**src/rtl/mips_pkg.sv**
```systemverilog
// Shared definitions for the MIPS datapath register file and its users.
package mips_pkg;

    localparam int WIDTH_DEF = 16;
    localparam int NREGS_DEF = 8;
    localparam int AW_DEF    = $clog2(NREGS_DEF);

    // Address of the hardwired-zero register.
    localparam int REG_ZERO  = 0;

    typedef logic [AW_DEF-1:0] reg_addr_t;

endpackage

```
**src/rtl/reg_word.sv**
```systemverilog
// One WIDTH-bit storage word with load enable and asynchronous active-low clear.
module reg_word #(
    parameter int WIDTH = 16
) (
    input  logic             clock,
    input  logic             rst_n,
    input  logic             en,
    input  logic [WIDTH-1:0] d,
    output logic [WIDTH-1:0] q
);

    always_ff @(posedge clock or negedge rst_n) begin
        if (!rst_n) begin
            q <= '0;
        end else if (en) begin
            q <= d;
        end
    end

endmodule

```
**src/rtl/mips_regfile.sv**
```systemverilog
// Register file with two combinational read ports, one write port, write-first
// bypass and a per-register busy scoreboard. Register 0 reads as zero, never busy.
module mips_regfile
    import mips_pkg::*;
#(
    parameter int WIDTH = WIDTH_DEF,
    parameter int NREGS = NREGS_DEF,
    parameter int AW    = $clog2(NREGS)
) (
    input  logic             clock,
    input  logic             reset,
    input  logic [AW-1:0]    rs_addr,
    input  logic [AW-1:0]    rt_addr,
    output logic [WIDTH-1:0] rs_data,
    output logic [WIDTH-1:0] rt_data,
    output logic             rs_busy,
    output logic             rt_busy,
    input  logic             we,
    input  logic [AW-1:0]    wr_addr,
    input  logic [WIDTH-1:0] wr_data,
    input  logic             issue_valid,
    input  logic [AW-1:0]    issue_rd
);

    localparam logic [AW-1:0] ZERO_ADDR = AW'(REG_ZERO);

    logic             wr_ok;
    logic             set_ok;
    logic             rs_byp;
    logic             rt_byp;
    logic [WIDTH-1:0] q [NREGS];
    logic [NREGS-1:0] busy;

    assign wr_ok  = we && (wr_addr != ZERO_ADDR);
    assign set_ok = issue_valid && (issue_rd != ZERO_ADDR);

    assign q[0] = '0;

    for (genvar g = 1; g < NREGS; g++) begin : g_word
        reg_word #(.WIDTH(WIDTH)) u_word (
            .clock (clock),
            .rst_n (reset),
            .en    (wr_ok && (wr_addr == AW'(g))),
            .d     (wr_data),
            .q     (q[g])
        );
    end

    // A new issue to the register being written wins: that writer is still pending.
    always_ff @(posedge clock or negedge reset) begin
        if (!reset) begin
            busy <= '0;
        end else begin
            for (int i = 1; i < NREGS; i++) begin
                if (set_ok && (issue_rd == AW'(i))) begin
                    busy[i] <= 1'b1;
                end else if (wr_ok && (wr_addr == AW'(i))) begin
                    busy[i] <= 1'b0;
                end
            end
        end
    end

    assign rs_byp = wr_ok && (wr_addr == rs_addr);
    assign rt_byp = wr_ok && (wr_addr == rt_addr);

    assign rs_data = rs_byp ? wr_data : q[rs_addr];
    assign rt_data = rt_byp ? wr_data : q[rt_addr];

    assign rs_busy = !rs_byp && busy[rs_addr];
    assign rt_busy = !rt_byp && busy[rt_addr];

endmodule

```
**config.mk**
```make
export PLATFORM = sky130hd
export DESIGN_NAME = mips_regfile
export DESIGN_NICKNAME = d
export VERILOG_FILES = /design/src/rtl/mips_pkg.sv /design/src/rtl/reg_word.sv /design/src/rtl/mips_regfile.sv
export SDC_FILE = /design/constraint.sdc
export NUM_CORES = 1
export LEC_CHECK = 0
export CORE_ASPECT_RATIO = 2
export CORE_MARGIN = 3
export CORE_UTILIZATION = 39
export CTS_CLUSTER_SIZE = 16
export DETAILED_ROUTE_END_ITERATION = 10
export GPL_ROUTABILITY_DRIVEN = 0
export HOLD_SLACK_MARGIN = 0.15
export PLACE_DENSITY = 0.6
export SYNTH_ARGS = -nofsm -noshare
export SYNTH_HDL_FRONTEND = slang
export SYNTH_SLANG_ARGS = --single-unit
```
**constraint.sdc**
```tcl
create_clock -name clock -period 1.9 [get_ports clock]
set_input_delay 0.38 -clock clock [delete_from_list [all_inputs] [get_ports clock]]
set_output_delay 0.38 -clock clock [all_outputs]
set_load 0.05 [all_outputs]
```
Yosys cells after proc, flatten, opt, wreduce, memory -nomap -nowiden
Index checks and enable logic that the tools add are counted.
{ "totals": {"mem_bits_rw": 0, "inputBits": 32, "latchBits": 0, "rom_bits": 0, "wordCells": 93, "reg_bits": 119, "memories": 0, "output_inout_bits": 34} }
{ "op_classes": {"n_shift": 0, "n_lt_le_gt_ge": 4, "n_div": 0, "bitwise": 2, "n_reduce_logical": 31, "eq_ne": 16, "multipliers": 0, "mux": 26, "addsub": 0} }
{ "ops": {"columns": ["cell", "count"], "rows": [
  ["binary-select mux 16 bit (select 3 bit)", 2],
  ["two-way mux 16 bit", 6],
  ["== test 3 bit (second input constant)", 8],
  ["logical AND 1 bit", 20],
  ["two-way mux 1 bit", 16],
  ["nonzero test 2 bit", 7],
  ["== test 3 x 2 -> 1 bit (second input constant)", 4],
  [">= comparator 4 bit (second input constant)", 2],
  ["< comparator 3 x 4 -> 1 bit (second input constant)", 2],
  ["NOT 3 -> 4 bit", 2],
  ["binary-select mux 1 bit (select 3 bit)", 2],
  ["== test 3 x 1 -> 1 bit (second input constant)", 2],
  ["== test 3 bit", 2],
  ["nonzero test 3 bit", 2],
  ["logical NOT 1 bit", 2]
]} }

Depth between registers and ports, before layout
{ "depth": {"ltp_word": 5, "ltp_mapped": 7, "ltp_nobuf": 4} }

Cells and area by module
Synthesis repeated with hierarchy kept, for this count alone.
{ "unflattened": {"hier_cells": 567, "area_unflattened_um2": 7373.3} }
{ "by_module_without_submodules": {"columns": ["mod", "seq_area_each_um2", "cells_each", "area_per_inst_um2", "instances"], "rows": [
  ["reg_word", 400.4, 34, 649.4, 7],
  ["mips_regfile", 175.2, 329, 2827.7, 1]
]} }

Least setup slack after synthesis
Ideal clock, no wire load.
{ "synth_timing": {"kind": "input to output", "start": "input port wr_addr[1]", "end": "output port rs_data[10]", "t_arrival_ns": 2.359, "setup_slack_ns": -0.839, "stages": 5, "n_path_buf": 2, "t_required_ns": 1.520, "cell_sequence": "buf_6 -> o31ai_4 -> nor4_4 -> buf_4 -> o31ai_1"} }
{ "synth_via": {"elab_chain_len": 4, "word_cells_on_any_way": 5, "classes_between": "eq/ne: 1; mux: 1; reduce/logical: 3"} }
{ "synth_rtl": {"columns": ["item", "line", "source"], "rows": [
  ["start, declared", "mips_regfile.sv:19", "input logic [AW-1:0] wr_addr,"],
  ["nonzero test 3 bit", "mips_regfile.sv:34", "assign wr_ok = we && (wr_addr != ZERO_ADDR);"],
  ["logical AND 1 bit", "mips_regfile.sv:34", null],
  ["logical AND 1 bit *", "mips_regfile.sv:64", "assign rs_byp = wr_ok && (wr_addr == rs_addr);"],
  ["two-way mux 16 bit *", "mips_regfile.sv:67", "assign rs_data = rs_byp ? wr_data : q[rs_addr];"],
  ["end, declared", "mips_regfile.sv:14", "output logic [WIDTH-1:0] rs_data,"]
]} }
Every way passes the cells marked *; elsewhere a longest branch is shown, timed or not.

Worst setup path in the final report
{ "layout_timing": {"start": "register g_word[3].u_word.q[8]", "end": "output port rt_data[8]"} }
{ "layout_via": {"elab_chain_len": 4} }
{ "layout_rtl": {"columns": ["item", "line", "source"], "rows": [
  ["start, declared", "reg_word.sv:9", "output logic [WIDTH-1:0] q"],
  ["start signal, assigned", "reg_word.sv:14", "q <= '0;"],
  ["start signal, assigned", "reg_word.sv:16", "q <= d;"],
  ["binary-select mux 16 bit (select 3 bit)", "mips_regfile.sv:68", "assign rt_data = rt_byp ? wr_data : q[rt_addr];"],
  ["two-way mux 16 bit (implied by the code) (2 in series)", "mips_regfile.sv:68", null],
  ["two-way mux 16 bit", "mips_regfile.sv:68", null],
  ["end, declared", "mips_regfile.sv:15", "output logic [WIDTH-1:0] rt_data,"]
]} }
Every way passes these cells. The select of a mux whose other input is x is not followed.

==> reports/metrics.yaml <==
run_status:
  status: "finished with violations"
  violations: "negative setup slack"
timing:
  final_hold_viol_count: 0
  slew_headroom: 0.6867
  rsz0062_at_grt: "yes"
  layout_setup_ws_ns: -0.3087
  slew_viol_final: 0
  min_period_over_period: 1.162
  max_freq_mhz: 452.8
  worst_slew_pin_slew_ns: 0.4699
  fin_skew_ns: 0
  fin_crit_ns: 2.209
  whs_ns: 0.4600
  setup_viol: 34
clock_tree:
  numCtsBuffers: 17
  clk_latency_ns: 0.41
  htreeDepth: 4
  clk_pin_slew_worst_paths_ns: 0.06
  cts.path.max_buffers: 2
  clkSinkCount: 119
  cts_root_buf: "clkbuf_16"
  cts_tree: "yes"
drt:
  vias: 5828
  first_pass_iters: 5
  wire_per_inst_um: 25.78
  wl_um: 25160
  avgViaCountPerCell: 5.971
  drc: 0
  first_iter_violations: 299
  antenna_left: 0
yosys:
  synth_top_family_by_area: "multiplexers"
  synth_ff_type: "dfrtp_1"
  ys_types: 33
  synth_simple_gate_area_frac: 0.05008
  synth_compound_area_frac: 0.1203
  synth_edf_count: 0
  synthMuxAreaShare: 0.3437
  async_reset_ff_frac: 1.000
  ys_seq_area_frac: 0.4288
  synth_xor_area_frac: 0.007566
  ys_ff_latch: 119
  syn_inst: 559
  synth_fp_nets: 591
  synth_warnings: 1
  synthesis.area_um2: 6945
  syn_area_per_cell_um2: 12.42
  synth_fa_ha_area_frac: 0
pwr:
  p_leak_uw: 0.004919
  p_sw_frac: 0.3256
  intPower_uw: 7366
  vdd_drop_max_v: 0.0006808
  p_sw_uw: 3556
  seq_power_share: 0.324
  clkPwrFrac: 0.293
  p_comb_frac: 0.383
  power.density_nw_per_um2: 968.2
finish:
  n_fill_cell: 1264
  regArea_um2: 2978
  final_nets: 785
  fin_util: 0.6499
  final_cell_area_um2: 11280
  final_cell_mix: "mux2_2, dfrtp_1, buf_4, buf_12, mux2i_1"
  area.growth.synth_to_final_pct: 62.42
  antenna_cells: 0
  multi_input_area_um2: 4692
  layout_commonest_cell: "mux2_2"
  drive_gt1_frac: 0.6893
setup_path:
  critical_path_arrival_ns: 1.83
  r2r_end: "g_word[1].u_word.q[6]"
  rrSetupSlack_ns: 0.88
  worst-setup-path-type: "flop to output pin"
  cp-endpoint: "rt_data[8]"
  crit_start: "g_word[3].u_word.q[8]"
  rr_worst_depth: 3
  timing.critical_path.required_ns: 1.52
  cp_max_fo: 3
  rr_startpoint: "g_word[1].u_word.q[6]"
  critPathLaunchType: "flop"
  cp-end-kind: "output pin"
grt:
  grt_max_degree: 44
  grtUsageTotal: 0.2588
  antenna_found_initial: 0
  grt_pass1_vias: 6480
  grt_pass1_wl_um: 37610
  overflow: 0
die:
  fp.dieW_um: 100.4
  die_h_um: 194.7
  core_um2: 17360
  die_area_um2: 19540
  io_pins: 66
  start_util: 0.4002
  row_count: 68
placement:
  pre_cts_ws_ns: -0.8297
  dp_hpwl_um: 15500
  place.port_buffers: 65
  placed_area_um2: 9455
flow_run:
  cap_viol_max_count: 0
min_path:
  min_path_type: "primary input to async pin"
sequential cells by signal, indices dropped and copies added (netlist names):
signal / flops
busy: 7
g_word.u_word.q: 112
worst max-delay path, stage by stage (launching register included):
cell,delay (ns)
dfrtp_1,0.41
mux2_4,0.28
a221oi_4,0.31
a221o_1,0.19
o21ai_2,0.08
buf_12,0.15
synthesized netlist by cell type, types with 2 or more instances:
| cell | count | area share |
|---|---|---|
| nor2_1 | 2 | 0.0011 |
| xor2_1 | 6 | 0.0076 |
| nand2_1 | 41 | 0.022 |
| dfrtp_1 | 119 | 0.43 |
| o21ai_0 | 8 | 0.0058 |
| a21oi_1 | 2 | 0.0014 |
| mux2_2 | 176 | 0.29 |
| o31ai_1 | 16 | 0.017 |
| clkbuf_2 | 2 | 0.0014 |
| nor2b_1 | 3 | 0.0027 |
| o21ai_2 | 4 | 0.0050 |
| buf_6 | 11 | 0.018 |
| o21ai_1 | 8 | 0.0058 |
| mux2i_1 | 36 | 0.052 |
| nand4b_2 | 3 | 0.0065 |
| nand2b_1 | 4 | 0.0036 |
| buf_4 | 8 | 0.0086 |
| buf_2 | 21 | 0.015 |
| a221oi_1 | 32 | 0.040 |
| nor4bb_1 | 2 | 0.0029 |
| mux4_2 | 2 | 0.0065 |
| clkbuf_1 | 7 | 0.0038 |
| nor4_4 | 2 | 0.0061 |
| inv_1 | 3 | 0.0016 |
| a221o_1 | 16 | 0.023 |
| o22ai_1 | 18 | 0.016 |
power groups by stage:
stage,sequential [uW],clock (uW),combinational (uW)
3_3_place_gp,3490,0,3410
3_5_place_dp,3550,0,3500
6_report,3540,3200,4190
5_1_grt,3600,3370,4370
2_1_floorplan,3400,0,2190
4_1_cts,3520,3230,3950
through the flow:
stage                     total power (uW)  cells  TNS, ns
after detailed placement              7051    898   -57.95
final                                10920    976   -7.912
after global routing                 11350    976   -9.478
after CTS                            10690    963   -8.752
after floorplan                       5594    559   -6.407
after global placement                6899    898   -54.20
logic make-up (layout without fill, tap and decap cells):
| group | count (synthesis) | count (layout) |
|---|---|---|
| and+or+nand+nor | 60 | 60 |
| xor gates and xnor gates | 6 | 6 |
| AOI/OAI and AO/OA | 107 | 107 |
| buffers and inverters | 53 | 260 |
| DFF | 119 | 119 |
| muxes | 214 | 214 |
per-layer routing:
metal / track usage / part of all wire / routed length, um
met3: 0.04095 / 0.037 / 935
met5: 0 / 0 / 0
met4: 0.1649 / 0.067 / 1685
met1: 0.2587 / 0.33 / 8401
met2: 0.4783 / 0.56 / 14140
timing repair:
item                       in CTS  in global routing
hold buffers                    1                  0
setup endpoints to repair      35                 34
gates resized for setup       144                 52
hold endpoints to repair       29                  0
pin swaps                      37                 34
buffers inserted               23                 15
gates cloned                   10                  0
worst min-delay path by stage:
stage,startpoint,end,slack [ns],depth (start not counted)
global placement,reset,g_word[5].u_word.q[10],0.36,1
finish,reset,g_word[5].u_word.q[10],0.46,2
floorplan,reset,busy[1],0.08,0
global route,reset,g_word[5].u_word.q[10],0.48,2
detailed placement,reset,busy[1],0.36,1
CTS,reset,g_word[5].u_word.q[13],0.46,2
final cells by class:
type,count,share of cell area
clock buffers,20,0.04048
clock inverters,12,0.01120
inverters,3,0.0009982
multi-input cells,387,0.4159
flip-flops and latches,119,0.2640
well taps,210,0.02329
repair buffers,225,0.2441
No activity file was read; power rests on OpenSTA's default activity.
